## src/rtl/piso_pkg.sv

```systemverilog
// Shared definitions for the parallel-in / serial-out transmitter.
// Holds the frame state encoding and the bit-counter width helper.
package piso_pkg;

    // Frame state: waiting for a word, or emitting one bit per enabled cycle.
    typedef enum logic [0:0] {
        ST_IDLE  = 1'b0,
        ST_SHIFT = 1'b1
    } piso_state_e;

    // Width of a counter that indexes bit positions 0..width-1.
    // Callers keep width >= 2, so the result is always at least one bit.
    function automatic int piso_cnt_w(input int width);
        return $clog2(width);
    endfunction

endpackage : piso_pkg

```

## src/rtl/piso_rt_serializer.sv

```systemverilog
// Parallel-in, serial-out transmitter, LSB first.
// A word is taken through a valid/ready handshake and emitted one bit per
// shift_en cycle. On the final bit with shift_en high a new word may be
// accepted in the same cycle, giving gap-free back-to-back frames.
// Serial outputs decode registered state only; load_ready is the single
// output that also looks at an input (shift_en).
module piso_rt_serializer
    import piso_pkg::*;
#(
    parameter int WIDTH = 4
) (
    input  logic             clk,
    input  logic             reset_n,
    input  logic [WIDTH-1:0] p_in,
    input  logic             load_valid,
    output logic             load_ready,
    input  logic             shift_en,
    output logic             s_out,
    output logic             s_valid,
    output logic             s_last,
    output logic             busy
);

    localparam int CNT_W = piso_cnt_w(WIDTH);
    localparam logic [CNT_W-1:0] CNT_ZERO = {CNT_W{1'b0}};
    localparam logic [CNT_W-1:0] CNT_ONE  = CNT_W'(1);
    localparam logic [CNT_W-1:0] CNT_LAST = CNT_W'(WIDTH - 1);

    piso_state_e      state_r;
    piso_state_e      state_nxt_s;
    logic [WIDTH-1:0] shift_r;
    logic [WIDTH-1:0] shift_nxt_s;
    logic [CNT_W-1:0] bit_cnt_r;
    logic [CNT_W-1:0] bit_cnt_nxt_s;
    logic             load_ready_s;
    logic             at_last_s;

    assign at_last_s = (state_r == ST_SHIFT) && (bit_cnt_r == CNT_LAST);

    // Next-state, shift-register and counter decode, plus the ready handshake.
    always_comb begin
        state_nxt_s   = state_r;
        shift_nxt_s   = shift_r;
        bit_cnt_nxt_s = bit_cnt_r;
        load_ready_s  = 1'b0;
        case (state_r)
            ST_IDLE: begin
                // shift_en has no meaning until a word is held.
                load_ready_s = 1'b1;
                if (load_valid) begin
                    shift_nxt_s   = p_in;
                    bit_cnt_nxt_s = CNT_ZERO;
                    state_nxt_s   = ST_SHIFT;
                end else begin
                    state_nxt_s = ST_IDLE;
                end
            end
            ST_SHIFT: begin
                if (shift_en) begin
                    if (bit_cnt_r == CNT_LAST) begin
                        // Final bit leaves on this edge: a waiting word can
                        // follow directly without an idle cycle.
                        load_ready_s = 1'b1;
                        if (load_valid) begin
                            shift_nxt_s   = p_in;
                            bit_cnt_nxt_s = CNT_ZERO;
                            state_nxt_s   = ST_SHIFT;
                        end else begin
                            shift_nxt_s   = {WIDTH{1'b0}};
                            bit_cnt_nxt_s = CNT_ZERO;
                            state_nxt_s   = ST_IDLE;
                        end
                    end else begin
                        shift_nxt_s   = {1'b0, shift_r[WIDTH-1:1]};
                        bit_cnt_nxt_s = bit_cnt_r + CNT_ONE;
                    end
                end else begin
                    // Bit-rate enable low: hold the current bit on the line.
                    state_nxt_s = ST_SHIFT;
                end
            end
            default: begin
                state_nxt_s   = ST_IDLE;
                shift_nxt_s   = {WIDTH{1'b0}};
                bit_cnt_nxt_s = CNT_ZERO;
            end
        endcase
    end

    // State, shift register and bit counter; reset abandons any frame.
    always_ff @(posedge clk or negedge reset_n) begin
        if (!reset_n) begin
            state_r   <= ST_IDLE;
            shift_r   <= {WIDTH{1'b0}};
            bit_cnt_r <= CNT_ZERO;
        end else begin
            state_r   <= state_nxt_s;
            shift_r   <= shift_nxt_s;
            bit_cnt_r <= bit_cnt_nxt_s;
        end
    end

    assign load_ready = load_ready_s;
    assign s_valid    = (state_r == ST_SHIFT);
    assign busy       = (state_r == ST_SHIFT);
    assign s_out      = (state_r == ST_SHIFT) && shift_r[0];
    assign s_last     = at_last_s;

endmodule : piso_rt_serializer

```

## config.mk

```make
export PLATFORM = sky130hd
export DESIGN_NAME = piso_rt_serializer
export DESIGN_NICKNAME = d
export VERILOG_FILES = /design/src/rtl/piso_pkg.sv /design/src/rtl/piso_rt_serializer.sv
export SDC_FILE = /design/constraint.sdc
export NUM_CORES = 1
export LEC_CHECK = 0
export CORE_AREA = 2 2 39 41
export DETAILED_ROUTE_END_ITERATION = 7
export DIE_AREA = 0 0 41 43
export PLACE_DENSITY = 0.68
export RECOVER_POWER = 100
export SLEW_MARGIN = 10
export SYNTH_ARGS = -nofsm -noshare
export SYNTH_HDL_FRONTEND = slang
export SYNTH_SLANG_ARGS = --single-unit
export TNS_END_PERCENT = 100
```

## constraint.sdc

```tcl
create_clock -name clk -period 3 [get_ports clk]
set_input_delay 0.6 -clock clk [delete_from_list [all_inputs] [get_ports clk]]
set_output_delay 0.6 -clock clk [all_outputs]
set_load 0.01 [all_outputs]
```

Yosys cells after proc, flatten, opt, wreduce, memory -nomap -nowiden
Index checks and enable logic that the tools add are counted.
- add/subtract/negate cells: 1
- eq/ne operators: 3
- mux-type cells: 16
- bitwise logic cells: 1
- reductions and logical operators: 3
- operators by type and width (cell ; number):
    two-way mux 4 bit ; 4
    case mux 4 bit (2 select lines) ; 1
    two-way mux 2 bit ; 3
    two-way mux 1 bit ; 5
    != test 2 bit, second input constant ; 2
    case mux 1 bit (2 select lines) ; 2
    case mux 2 bit (2 select lines) ; 1
    adder 2 x 1 -> 2 bit, second input constant ; 1
    == test 2 bit, second input constant ; 1
    logical AND 1 bit ; 2
    AND reduction 2 bit ; 1
    inverter 1 bit ; 1
- register bits after elaboration: 7
- bits of input ports: 8
- output and inout port bits: 5
- word-level logic and storage cells: 27

Longest topological paths before layout
Gate-level depths: netlist (run 1).
- word-level depth: 4
- depth in mapped cells: 4
- mapped depth without buffers: 4

Least setup slack after synthesis (run 1)
Ideal clock, no wire load.
- path kind: input -> output
- start: input port shift_en
- end: output port load_ready
- arrival time: 0.879 ns
- required time: 2.400 ns
- path slack: 1.521 ns
- cell stages on the path: 3
- buffers on the path: 1
- cell sequence: buf_4 -> nand2_1 -> nand2_1
- longest elaborated chain between the ends: 2
- RTL lines (what ; line ; source):
    start, declared ; piso_rt_serializer.sv:17 ; input logic shift_en,
    two-way mux 1 bit ; piso_rt_serializer.sv:59 ; if (shift_en) begin
    case mux 1 bit (2 select lines) ; piso_rt_serializer.sv:46 ; case (state_r)
    end, declared ; piso_rt_serializer.sv:16 ; output logic load_ready,
Every way passes these cells.

Final worst setup path (run 1)
Same ends and word-level chain as after synthesis.

==> reports/metrics.yaml, run 1 <==
drt.antenna.violating_nets: 0
syn_to_final_growth_pct: 27.39
max_cap_viol_count: 0
dpl.hpwl_um: 661.3
yosysUniqueCellTypes: 20
min_from: "bit_cnt_r[1]$_DFFE_PN0P_"
grt_use_met3: 0.01571
grt_overflow: 0
gp_congestion: 0.6591
reg2reg_to: "bit_cnt_r[1]$_DFFE_PN0P_"
vias: 410
max_freq_ghz: 0.4174
n_antenna_cell: 0
ios: 13
max-slew-margin-rel: 0.6679
worstPathRequired_ns: 2.40
final_cell_mix: "dfrtp_1 (7), dlygate4sd3_1 (7), mux2i_1 (6)"
leakage_nw: 0.2717
htreeDepth: 1
fin_crit_sh: 0.7987
first_iter_violations: 9
crit_type: "input port to output port"
r2r_slack_ns: 1.65
setup_violations: 0
reg2reg_from: "bit_cnt_r[0]$_DFFE_PN0P_"
place_ws_ns: 0.6573
grt_pass1_wl_mm: 1.490
final_nets: 72
start_kind: "input port"
rr_worst_depth: 3
hold_viol: 0
wirelength_um: 953
cp_max_fo: 2
hold_buffers: 0
hp-class: "flip-flop to flip-flop"
clock_path_buffers: 2
rsz0062_at_grt: "no"
grt_usage: 0.1235
hold_depth: 1
final_area_um2: 616.8
vias_per_cell: 5.325
routedWlPerCell_um: 12.38
setup_ws_ns: 0.6040
fin_util: 0.4458
top_usage_layer: "met2"
synthesis.area_um2: 484.2
worstSkewPairLatency_ns: 0.24
ys_ff_latch: 7
core_um2: 1384
dieArea_um2: 1763
dr.pass1.iters: 3
syn-mean-instance-area_um2: 10.09
grtUsageMet1: 0.1650
powerDensity_nw_per_um2: 784.7
rows: 14
finalClockSkew_ns: 0.0002893
first_global_vias: 363
ys_warn_count: 0
arrival_ns: 1.80
layout-drive-gt1-share: 0.1148
status: "finished, final reports clean"
die_height_um: 43
placed_area_um2: 594.3
cts_buffers: 3
cts_resized: 0
maxSlewViolCount: 0
met2_usage: 0.1875
period_needed_ns: 2.396
cts_tree: "yes"
antenna_found_initial: 0
syn_inst: 48
clkTransAtPathRegs_ns: 0.05
postCtsSetupRepairBufs: 0
start_util: 0.3499
setup_tns_ns: 0
ys_seq_area_frac: 0.3618
drc: 0
grt_max_degree: 18
tightest_slew_ns: 0.4981
ir_drop_mv: 0.3590
holdWs_ns: 0.5899
portBuffers: 12
min_to: "bit_cnt_r[1]$_DFFE_PN0P_"
endpoint_kind: "output port"
root_buffer: "clkbuf_4"
synth_nets: 58
numClockSinks: 7
die_w_um: 41
## report_power, final
| group | switching, W | leakage [nW] | internal (W) |
|---|---|---|---|
| registers | 0.0000458 | 0.0826 | 0.000134 |
| logic | 0.0000949 | 0.174 | 0.000126 |
| clock network | 0.0000332 | 0.0150 | 0.0000507 |
## worst max-delay path by stage
stage,from,endpoint,cells past startpoint
final,shift_en,load_ready,4
after global routing,shift_en,load_ready,4
after CTS,shift_en,load_ready,4
after detailed placement,shift_en,load_ready,4
after global placement,shift_en,load_ready,4
after floorplan,shift_en,load_ready,3
## metal layers
| layer | routed length [µm] | up-vias | share of wire |
|---|---|---|---|
| li1 | - | 198 | - |
| met4 | 0 | 0 | 0 |
| met1 | 453 | 203 | 0.48 |
| met3 | 34 | 0 | 0.036 |
| met2 | 464 | 9 | 0.49 |
| met5 | 0 | - | 0 |
## registers in the layout, summed over array words and instances (netlist names)
signal,count
shift_r,4
busy,1
bit_cnt_r,2
## critical path, cell delays in order
cell and delay [ns]:
clkdlybuf4s50_1 0.47, nand2_1 0.05, nand2_1 0.07, dlygate4sd3_1 0.60
## layout make-up
type                    instances  area [µm²]
fillers                       150       767.0
multi-input cells              37       271.5
flip-flops and latches          7       175.2
repair buffers                 13       123.9
clock buffers                   4       26.28
well taps                      16       20.02
## synthesized netlist by cell type
cell type | n | area, µm²
nand2_1 | 4 | 15.01
nand2b_2 | 1 | 8.760
a22o_1 | 1 | 8.760
and3_1 | 3 | 18.77
o22ai_2 | 2 | 25.02
mux2i_1 | 6 | 60.06
o221ai_1 | 1 | 8.760
nor2_1 | 2 | 7.510
mux2_1 | 1 | 11.26
nand2b_1 | 3 | 18.77
nand4_1 | 1 | 6.260
o22ai_1 | 1 | 6.260
o21ai_0 | 3 | 15.01
ha_1 | 2 | 25.02
dfrtp_1 | 7 | 175.2
and2_1 | 2 | 12.51
buf_6 | 2 | 22.52
buf_4 | 2 | 15.01
nand3_1 | 3 | 15.01
a21o_2 | 1 | 8.760
## kinds of logic (layout without fill, tap and decap cells)
logic type	count (synthesis)	count (layout)	synth area share
AO/OA/AOI/OAI	9	9	0.1499
adder cells (fa/ha/maj)	2	2	0.05167
buffers and inverters	4	17	0.07751
flip-flops	7	7	0.3618
multiplexers	7	7	0.1473
AND/OR/NAND/NOR	19	19	0.2119
## metrics by stage
step,power (W),cells
2_1_floorplan,0.0003291,48
3_3_place_gp,0.0004020,73
3_5_place_dp,0.0004136,73
4_1_cts,0.0005024,77
5_1_grt,0.0005288,77
6_report,0.0004840,77
Power figures use the tool's default switching activity.
==> inputs of run 2 (changes only) <==
Settings changed: PLACE_DENSITY 0.68 to 0.7.
Clock period 3 ns to 2 ns, I/O delays scaled along.
==> run 2 against run 1 <==
- wire length grew 8.6%
- critical path depth is the same
- highest routed layer is now met4
- final cell count grew 6.5%
- first-iteration DRC count grew 44%
==> reports/metrics.yaml, run 2 (synthesis results as in run 1) <==
rows: 14  # unchanged
drt.antenna.violating_nets: 0  # unchanged
maxSlewViolCount: 0  # unchanged
hp-class: "input port to asynchronous set/reset pin"
regMostFlops: "shift_r"
die_w_um: 41  # unchanged
setup_violations: 0  # unchanged
setup_tns_ns: 0  # unchanged
crit_type: "input port to output port"
max_cap_viol_count: 0  # unchanged
ir_drop_mv: 0.5329  # +48%
start_kind: "input port"
worstPathRequired_ns: 1.60  # -0.80 ns
cts_tree: "yes"
hold_viol: 0  # unchanged
vias_per_cell: 5.110  # -4.0%
largest_register_ffs: 4  # unchanged
max-slew-margin-rel: 0.6611  # -0.006864
holdWs_ns: 0.4766  # -0.1133 ns
grt_use_met3: 0.01571  # unchanged
die_height_um: 43  # unchanged
powerDensity_nw_per_um2: 1216  # +55%
clkTransAtPathRegs_ns: 0.06  # about the same
first_iter_violations: 13  # +4
grtUsageMet1: 0.1628  # -0.002226
drc: 0  # unchanged
grt_pass1_wl_mm: 1.483  # -0.47%
layout-drive-gt1-share: 0.1970  # +0.08222
arrival_ns: 1.54  # -0.26 ns
cts_buffers: 3  # unchanged
wirelength_mm: 1.035  # +8.6%
root_buffer: "clkbuf_4"
hold_buffers: 0  # unchanged
rsz0062_at_grt: "no"
top_usage_layer: "met2"
grt_overflow: 0  # unchanged
routedWlPerCell_um: 12.62  # +2.0%
htreeDepth: 1  # unchanged
fin_crit_sh: 0.9680
met2_usage: 0.1906  # +0.003125
first_global_vias: 345  # -5.0%
endpoint_kind: "output port"
dr.pass1.iters: 4  # +1
syn_to_final_growth_pct: 35.92
final_nets: 77  # +6.9%
n_antenna_cell: 0  # unchanged
antenna_found_initial: 0  # unchanged
core_um2: 1384  # unchanged
clock_path_buffers: 2  # unchanged
portBuffers: 12  # unchanged
cp_max_fo: 2  # unchanged
worstSkewPairLatency_ns: 0.26  # +0.02 ns
dieArea_um2: 1763  # unchanged
grt_max_degree: 12  # -6
final_cell_mix: "dfrtp_1 (7), clkdlybuf4s50_1 (7), mux2i_1 (6), buf_4 (6), dlygate4sd3_1 (5)"
gp_congestion: 0.6689  # +1.5%
vias: 419  # +2.2%
period_needed_ns: 1.936
start_util: 0.3499  # unchanged
grt_usage: 0.1268  # +0.003293
max_freq_ghz: 0.5165
ios: 13  # unchanged
leakage_nw: 0.2945  # +8.4%
status: "finished, final reports clean"
numClockSinks: 7  # unchanged
tightest_slew_ns: 0.5067  # +0.008624 ns
finalClockSkew_ns: 0.001490  # +0.001200 ns
[run 2: changes by cell type in the layout (fill, tap and decap cells not counted), sizes merged]
| cell | previous run | this run |
|---|---|---|
| clkbuf | 5 | 4 |
| dlygate4sd3 | 7 | 5 |
| buf | 0 | 6 |
| clkdlybuf4s50 | 5 | 7 |
[run 2: power breakdown]
part | switching (W) | internal (W) | total (W)
logic | 0.000176 | 0.000244 | 0.000420
clock network | 0.0000578 | 0.0000765 | 0.000134
registers | 0.0000451 | 0.000201 | 0.000246
total | 0.000279 | 0.000521 | 0.000800
[run 2: stage by stage]
| stage | total power [W] | setup slack, ns | instance area, µm² | utilization | instances |
|---|---|---|---|---|---|
| 6_report | 0.0008003 | 0.06403 | 658.1 | 0.4756 | 82 |
| 5_1_grt | 0.0008616 | 0.008900 | 658.1 | 0.4756 | 82 |
| 4_1_cts | 0.0007820 | 0.05291 | 643.1 | 0.4647 | 80 |
| 3_5_place_dp | 0.0006306 | 0.07748 | 609.3 | 0.4403 | 75 |
| 3_3_place_gp | 0.0006212 | 0.07966 | 609.3 | 0.4403 | 75 |
| 2_1_floorplan | 0.0004936 | 0.7334 | 484.2 | - | 48 |
[run 2: path summary, 6_finish.rpt]
path	startpoint	endpoint	slack [ns]	cells past startpoint
min	reset_n	bit_cnt_r[1]$_DFFE_PN0P_	0.48	1
min in group clk	shift_r[0]$_DFFE_PN0P_	shift_r[0]$_DFFE_PN0P_	0.60	2
max reg2reg	bit_cnt_r[1]$_DFFE_PN0P_	shift_r[0]$_DFFE_PN0P_	0.72	5
min reg2reg	shift_r[0]$_DFFE_PN0P_	shift_r[0]$_DFFE_PN0P_	0.60	2
max in group asynchronous	reset_n	shift_r[3]$_DFFE_PN0P_	1.28	1
max	shift_en	load_ready	0.06	4
[run 2: area by class of cell]
type | count | area [µm²]
Fill cell | 130 | 725.7
Timing Repair Buffer | 18 | 165.2
Clock buffer | 4 | 26.28
Tap cell | 16 | 20.02
Sequential cell | 7 | 175.2
Multi-Input combinational cell | 37 | 271.5
[run 2: worst max-delay path, stage by stage]
cell and delay, ns:
clkdlybuf4s50_1 0.48, nand2_1 0.06, nand2_1 0.06, clkdlybuf4s50_1 0.53
[run 2: routing by layer]
layer | part of all wire | up-vias | routed length [µm]
met2 | 0.45 | 14 | 463
met3 | 0.050 | 3 | 52
met5 | 0 | - | 0
met4 | 0.016 | 0 | 17
met1 | 0.49 | 196 | 502
li1 | - | 206 | -
[run 2: repair_timing]
action                                 in CTS  in global routing
setup buffers                               1                  2
setup endpoints to repair                   1                  2
resized for setup                           0                  1
endpoints found under the hold margin       0                  0
